## config.mk

```make
export PLATFORM = sky130hd
export DESIGN_NAME = mips_decode_unit
export DESIGN_NICKNAME = d
export VERILOG_FILES = /design/src/rtl/mips_pkg.sv /design/src/rtl/mips_adder.sv /design/src/rtl/mips_decode_unit.sv
export SDC_FILE = /design/constraint.sdc
export NUM_CORES = 1
export LEC_CHECK = 0
export CORE_ASPECT_RATIO = 1.1
export CORE_UTILIZATION = 29
export CTS_CLUSTER_SIZE = 16
export DETAILED_ROUTE_END_ITERATION = 6
export GPL_ROUTABILITY_DRIVEN = 0
export PLACE_DENSITY = 0.81
export SLEW_MARGIN = 0
export SYNTH_ARGS = -nofsm -noshare
export SYNTH_HDL_FRONTEND = slang
export SYNTH_SLANG_ARGS = --single-unit
```

## constraint.sdc

```tcl
create_clock -name clk -period 1.7 [get_ports clk]
set_input_delay 0.17 -clock clk [delete_from_list [all_inputs] [get_ports clk]]
set_output_delay 0.17 -clock clk [all_outputs]
set_load 0.01 [all_outputs]
```

## src/rtl/mips_pkg.sv

```systemverilog
// Shared MIPS decode constants and the control bundle type.
// Opcodes, funct codes, ULA op codes, alu_op codes, control vector.
package mips_pkg;

  localparam logic [5:0] OP_RTYPE = 6'b000000;
  localparam logic [5:0] OP_LW    = 6'b100011;
  localparam logic [5:0] OP_SW    = 6'b101011;
  localparam logic [5:0] OP_BEQ   = 6'b000100;
  localparam logic [5:0] OP_ADDI  = 6'b001000;
  localparam logic [5:0] OP_J     = 6'b000010;

  localparam logic [5:0] FN_ADD = 6'b100000;
  localparam logic [5:0] FN_SUB = 6'b100010;
  localparam logic [5:0] FN_AND = 6'b100100;
  localparam logic [5:0] FN_OR  = 6'b100101;
  localparam logic [5:0] FN_NOR = 6'b100111;
  localparam logic [5:0] FN_SLT = 6'b101010;
  localparam logic [5:0] FN_SLL = 6'b000000;
  localparam logic [5:0] FN_SRL = 6'b000010;

  localparam logic [3:0] ALU_AND = 4'b0000;
  localparam logic [3:0] ALU_OR  = 4'b0001;
  localparam logic [3:0] ALU_ADD = 4'b0010;
  localparam logic [3:0] ALU_SUB = 4'b0110;
  localparam logic [3:0] ALU_SLT = 4'b0111;
  localparam logic [3:0] ALU_SLL = 4'b1000;
  localparam logic [3:0] ALU_SRL = 4'b1001;
  localparam logic [3:0] ALU_NOR = 4'b1100;

  localparam logic [1:0] AOP_ADD   = 2'b00;
  localparam logic [1:0] AOP_SUB   = 2'b01;
  localparam logic [1:0] AOP_FUNCT = 2'b10;

  typedef struct packed {
    logic       wreg;
    logic       wrt_rd;
    logic       alusrc;
    logic [1:0] alu_op;
    logic       rmem;
    logic       wmem;
    logic       br;
    logic       pcbr;
    logic       bj;
    logic       regsrc;
  } ctrl_t;

  localparam ctrl_t CTRL_SAFE  = ctrl_t'(11'b0_0_0_00_0_0_0_0_1_1);
  localparam ctrl_t CTRL_RTYPE = ctrl_t'(11'b1_1_0_10_0_0_0_0_1_1);
  localparam ctrl_t CTRL_LW    = ctrl_t'(11'b1_0_1_00_1_0_0_0_1_0);
  localparam ctrl_t CTRL_SW    = ctrl_t'(11'b0_0_1_00_0_1_0_0_1_1);
  localparam ctrl_t CTRL_BEQ   = ctrl_t'(11'b0_0_0_01_0_0_1_1_1_1);
  localparam ctrl_t CTRL_ADDI  = ctrl_t'(11'b1_0_1_00_0_0_0_0_1_1);
  localparam ctrl_t CTRL_J     = ctrl_t'(11'b0_0_0_00_0_0_0_0_0_1);

endpackage

```

## src/rtl/mips_adder.sv

```systemverilog
// Combinational wrap-around adder: sum = a + b mod 2^DATA_WIDTH.
// Ports: a, b (operands), sum (result, no carry out).
module mips_adder #(
  parameter int DATA_WIDTH = 32
) (
  input  logic [DATA_WIDTH-1:0] a,
  input  logic [DATA_WIDTH-1:0] b,
  output logic [DATA_WIDTH-1:0] sum
);

  assign sum = a + b;

endmodule

```

## src/rtl/mips_decode_unit.sv

```systemverilog
// Single-cycle MIPS control decode, ULA op select, PC+4 and sticky illegal flag.
// Ports: clk, nrst (async, active-high), opcode, funct, pc -> strobes, alu_control, pc_plus4, illegal_op.
module mips_decode_unit
  import mips_pkg::*;
#(
  parameter int DATA_WIDTH = 32
) (
  input  logic                  clk,
  input  logic                  nrst,
  input  logic [5:0]            opcode,
  input  logic [5:0]            funct,
  input  logic [DATA_WIDTH-1:0] pc,
  output logic [DATA_WIDTH-1:0] pc_plus4,
  output logic                  branch,
  output logic                  read_mem,
  output logic                  write_mem,
  output logic                  write_reg,
  output logic                  mux_write_rt_rd,
  output logic                  mux_alu_src_reg_imm,
  output logic [1:0]            alu_op,
  output logic                  mux_branch_jump,
  output logic                  mux_pc_branch,
  output logic                  mux_reg_src_alu_mem,
  output logic [3:0]            alu_control,
  output logic                  illegal_op
);

  localparam logic [DATA_WIDTH-1:0] FOUR = DATA_WIDTH'(4);

  ctrl_t dec;
  ctrl_t ctrl;
  logic  known;

  mips_adder #(
    .DATA_WIDTH(DATA_WIDTH)
  ) u_pc_add (
    .a  (pc),
    .b  (FOUR),
    .sum(pc_plus4)
  );

  always_comb begin
    dec   = CTRL_SAFE;
    known = 1'b1;
    unique case (1'b1)
      (opcode == OP_RTYPE): dec = CTRL_RTYPE;
      (opcode == OP_LW):    dec = CTRL_LW;
      (opcode == OP_SW):    dec = CTRL_SW;
      (opcode == OP_BEQ):   dec = CTRL_BEQ;
      (opcode == OP_ADDI):  dec = CTRL_ADDI;
      (opcode == OP_J):     dec = CTRL_J;
      default: begin
        dec   = CTRL_SAFE;
        known = 1'b0;
      end
    endcase
  end

  // Reset overrides decode without waiting for a clock.
  assign ctrl = nrst ? CTRL_SAFE : dec;

  assign write_reg           = ctrl.wreg;
  assign mux_write_rt_rd     = ctrl.wrt_rd;
  assign mux_alu_src_reg_imm = ctrl.alusrc;
  assign alu_op              = ctrl.alu_op;
  assign read_mem            = ctrl.rmem;
  assign write_mem           = ctrl.wmem;
  assign branch              = ctrl.br;
  assign mux_pc_branch       = ctrl.pcbr;
  assign mux_branch_jump     = ctrl.bj;
  assign mux_reg_src_alu_mem = ctrl.regsrc;

  always_comb begin
    alu_control = ALU_ADD;
    unique case (ctrl.alu_op)
      AOP_ADD: alu_control = ALU_ADD;
      AOP_SUB: alu_control = ALU_SUB;
      AOP_FUNCT: begin
        unique case (funct)
          FN_ADD:  alu_control = ALU_ADD;
          FN_SUB:  alu_control = ALU_SUB;
          FN_AND:  alu_control = ALU_AND;
          FN_OR:   alu_control = ALU_OR;
          FN_NOR:  alu_control = ALU_NOR;
          FN_SLT:  alu_control = ALU_SLT;
          FN_SLL:  alu_control = ALU_SLL;
          FN_SRL:  alu_control = ALU_SRL;
          default: alu_control = ALU_ADD;
        endcase
      end
      default: alu_control = ALU_ADD;
    endcase
  end

  always_ff @(posedge clk or posedge nrst) begin
    if (nrst) begin
      illegal_op <= 1'b0;
    end else if (!known) begin
      illegal_op <= 1'b1;
    end
  end

endmodule

```

==> report_table.html <==
<table>
<tr><th>Metric</th><th>Value</th></tr>
<tr><th colspan="2">Status</th></tr>
<tr><td>Status</td><td>complete, but fails checks</td></tr>
<tr><td>Failing checks</td><td>setup timing</td></tr>
<tr><th colspan="2">Placement</th></tr>
<tr><td>Placed wire-length estimate after detailed placement</td><td>3.27 mm</td></tr>
<tr><td>Number of placed cells counting well taps</td><td>293</td></tr>
<tr><td>Number of buffers added on ports</td><td>89</td></tr>
<tr><th colspan="2">Cells and area</th></tr>
<tr><td>Share of cells above drive strength 1</td><td>44.3%</td></tr>
<tr><td>Combined area of the multi-input logic cells</td><td>917 um2</td></tr>
<tr><td>Net count of the finished layout</td><td>332</td></tr>
<tr><td>Area occupied by registers</td><td>25.0 um2</td></tr>
<tr><td>Most frequent cells in the layout</td><td>60 x buf_4, 22 x xnor2_1, 20 x clkdlybuf4s50_1, 19 x dlygate4sd2_1, 18 x buf_2</td></tr>
<tr><td>Commonest non-fill, non-tap cell in the layout</td><td>buf_4</td></tr>
<tr><td>Utilization after layout</td><td>81.1%</td></tr>
<tr><td>Area Growth Syn to Fin</td><td>157%</td></tr>
<tr><td>Top flop regs</td><td>illegal_op (1)</td></tr>
<tr><td>Largest register by flop count</td><td>illegal_op</td></tr>
<tr><td>Non-Filler Instances</td><td>314</td></tr>
<tr><td>Flip-flop count of the largest register, all copies and words added</td><td>1</td></tr>
<tr><td>Number of fill cells</td><td>179</td></tr>
<tr><th colspan="2">STA</th></tr>
<tr><td>Worst hold-check slack</td><td>0.0577 ns</td></tr>
<tr><td>Unrepaired setup endpoints after global routing</td><td>true</td></tr>
<tr><td>Final slew viol count</td><td>0</td></tr>
<tr><td>Worst-case clock skew</td><td>0 ns</td></tr>
<tr><td>Timing-limited maximum frequency</td><td>569 MHz</td></tr>
<tr><td>Worst path setup slack after routing</td><td>-0.0576 ns</td></tr>
<tr><td>Worst slew margin relative to its limit</td><td>79.4%</td></tr>
<tr><td># setup viols final</td><td>3</td></tr>
<tr><td>Clock period minus final worst setup slack</td><td>1.76 ns</td></tr>
<tr><td>Total negative slack</td><td>-0.0979 ns</td></tr>
<tr><td>Share of the cycle needed by the critical path after routing</td><td>103%</td></tr>
<tr><td>Slew at the pin with the worst max-slew slack</td><td>0.307 ns</td></tr>
<tr><td>Hold Vio Cnt, Final</td><td>0</td></tr>
<tr><th colspan="2">Critical path</th></tr>
<tr><td>Category of the worst setup path capture point</td><td>output pin</td></tr>
<tr><td>Arrival time worst endpoint</td><td>1.59 ns</td></tr>
<tr><td>Critical path startpoint category</td><td>input pin</td></tr>
<tr><td>Crit path kind</td><td>in2out</td></tr>
<tr><td>Register-to-Register Path Depth</td><td>2</td></tr>
<tr><td>CP Max Fanout</td><td>3</td></tr>
<tr><td>Critical register-to-register path startpoint</td><td>illegal_op</td></tr>
<tr><td>CP startpoint</td><td>opcode[0]</td></tr>
<tr><td>Data required time of the worst path</td><td>1.53 ns</td></tr>
<tr><th colspan="2">Global routing</th></tr>
<tr><td>Maximum number of pins on one net before global-route repair</td><td>7</td></tr>
<tr><td>Congestion Overflow GR</td><td>0</td></tr>
<tr><td>Number of global-route vias before repair</td><td>1,447</td></tr>
<tr><td>All-layer global routing usage</td><td>26.7%</td></tr>
<tr><td>Wire length of the first global-routing pass</td><td>6.57 mm</td></tr>
<tr><td>Antenna violations before repair</td><td>1</td></tr>
<tr><th colspan="2">Logic synthesis</th></tr>
<tr><td>Post-synthesis area per instance</td><td>6.98 um2</td></tr>
<tr><td>Flops &amp; latches, synth</td><td>1</td></tr>
<tr><td>Share of the synthesized area in the top cell type</td><td>21.4%</td></tr>
<tr><td>Number of flops mapped to enable cells by yosys</td><td>0</td></tr>
<tr><td>Post-synthesis cell type with the largest combined area</td><td>xnor2_1</td></tr>
<tr><td>Synth Net Count</td><td>179</td></tr>
<tr><td>Ys async rst share</td><td>100%</td></tr>
<tr><td>Synth area leaders</td><td>xnor2_1 21%, nand3_1 8.3%, xor2_1 6.8%</td></tr>
<tr><td>Netlist Area Pre-Place</td><td>901 um2</td></tr>
<tr><td>Sequential cell area fraction in the yosys report</td><td>2.78%</td></tr>
<tr><td>Top FF cell, synth</td><td>dfrtp_1</td></tr>
<tr><td>Mapped Cells</td><td>129</td></tr>
<tr><td>Count of unique library cells instantiated by Yosys</td><td>31</td></tr>
<tr><td>Syn. warnings</td><td>0</td></tr>
<tr><th colspan="2">CTS</th></tr>
<tr><td>Hold buffers post-CTS</td><td>0</td></tr>
<tr><td>Later-pin clock latency in the skew report</td><td>0 ns</td></tr>
<tr><td>Clk pin slew, worst setup/hold paths</td><td>0 ns</td></tr>
<tr><th colspan="2">Power</th></tr>
<tr><td>Leakage power figure</td><td>1.14 nW</td></tr>
<tr><td>VDD IR-drop max</td><td>0.000194 V</td></tr>
<tr><td>Power density normalized to cell area</td><td>187 nW/um2</td></tr>
<tr><th colspan="2">Drt</th></tr>
<tr><td>Vias after detailed routing</td><td>1,633</td></tr>
<tr><td>Drt via density</td><td>5.20</td></tr>
<tr><td>Overall routed net length</td><td>5.12 mm</td></tr>
<tr><td>First-pass iteration count of the detailed router</td><td>5</td></tr>
<tr><td>Antenna-violating nets left</td><td>0</td></tr>
<tr><td>Average detailed-routed wire length per instance</td><td>16.3 um</td></tr>
<tr><td>Iter 0 DRT Violations</td><td>28</td></tr>
<tr><td>Final routed DRC violation total</td><td>0</td></tr>
<tr><th colspan="2">Die</th></tr>
<tr><td>Die H</td><td>60.5 um</td></tr>
<tr><td>Starting density of the core</td><td>31.6%</td></tr>
<tr><td>Row cnt</td><td>20</td></tr>
<tr><td>Number of top-level pins</td><td>94</td></tr>
<tr><td>Die outline area</td><td>3330 um2</td></tr>
<tr><td>Std-Cell Core Area</td><td>2850 um2</td></tr>
<tr><td>Die width</td><td>55.1 um</td></tr>
<tr><th colspan="2">Hold path</th></tr>
<tr><td>Kind of path behind the tightest hold check</td><td>in2async</td></tr>
<tr><th colspan="2">Run</th></tr>
<tr><td>Reported max-cap violation count</td><td>0</td></tr>
</table>
-- what timing repair did --
| item | in CTS | in global routing |
|---|---|---|
| gates resized for setup | 161 | 59 |
| gates cloned | 0 | 0 |
| setup buffers | 16 | 5 |
| pin swaps | 20 | 22 |
| setup endpoints to repair | 43 | 32 |
-- per-stage QoR --
step                instance area [um2]  worst slack, ns  total power [mW]
finish                             2310          -0.0576             0.432
global route                       2310           -0.156             0.457
CTS                                2270          -0.0151             0.409
detailed placement                 2160           -0.833             0.428
global placement                   2160           -0.749             0.420
floorplan                           913            0.103             0.128
-- cells in the mapped netlist, types with 2 or more instances --
master	instances
nor4_4	2
nand2_1	13
a21oi_1	3
and4_1	2
xor2_1	7
xnor2_1	22
inv_1	7
and3_1	7
nand4_1	5
nor4b_1	2
ha_1	4
nor3_1	6
buf_4	5
nand3_1	15
nor2_1	13
-- layout make-up --
type	count	area share [%]
Inverter	7	1.14
Sequential cell	1	1.08
Multi-Input combinational cell	116	39.6
Timing Repair Buffer	156	56.2
Tap cell	33	1.78
Antenna cell	1	0.108
-- report_power, final --
part / leakage [nW] / internal [mW] / switching [mW]
registers: 0.00875 / 0.0242 / 0
logic: 1.13 / 0.230 / 0.178
clock network: 0.00000634 / 0.0000000786 / 0
total: 1.14 / 0.255 / 0.178
-- layer usage --
layer | global-route usage [%] | share of wire [%]
met2 | 55.4 | 56
met5 | 0 | 0
met4 | 7.86 | 5.4
met1 | 27.1 | 35
met3 | 1.25 | 3.5
-- worst max-delay path: stages --
cell and delay (ns):
buf_6 0.10, nor4_4 0.35, nand3_2 0.16, buf_6 0.15, ha_4 0.14, and4b_1 0.16
a21oi_1 0.15, nor2_1 0.06, buf_2 0.13
-- worst paths after layout --
| path | endpoint | slack (ns) |
|---|---|---|
| max | alu_control[2] | -0.06 |
| min | illegal_op | 0.06 |
| max reg2reg | illegal_op | 1.02 |
| min reg2reg | illegal_op | 0.49 |
| max in group asynchronous | illegal_op | 1.54 |
| min in group clk | pc_plus4[0] | 0.34 |
-- cell families (layout without fill, tap and decap cells) --
| logic type | Yosys count | after routing | share of synthesized area, % |
|---|---|---|---|
| buffers and inverters | 12 | 163 | 7.08 |
| adder cells (fa/ha/maj) | 5 | 5 | 6.67 |
| AO/OA/AOI/OAI | 9 | 9 | 6.53 |
| flip-flops | 1 | 1 | 2.78 |
| AND/OR/NAND/NOR | 73 | 73 | 48.8 |
| other | 0 | 1 | 0 |
| XOR/XNOR | 29 | 29 | 28.2 |
Note: power is estimated with default switching activity, not from simulation.
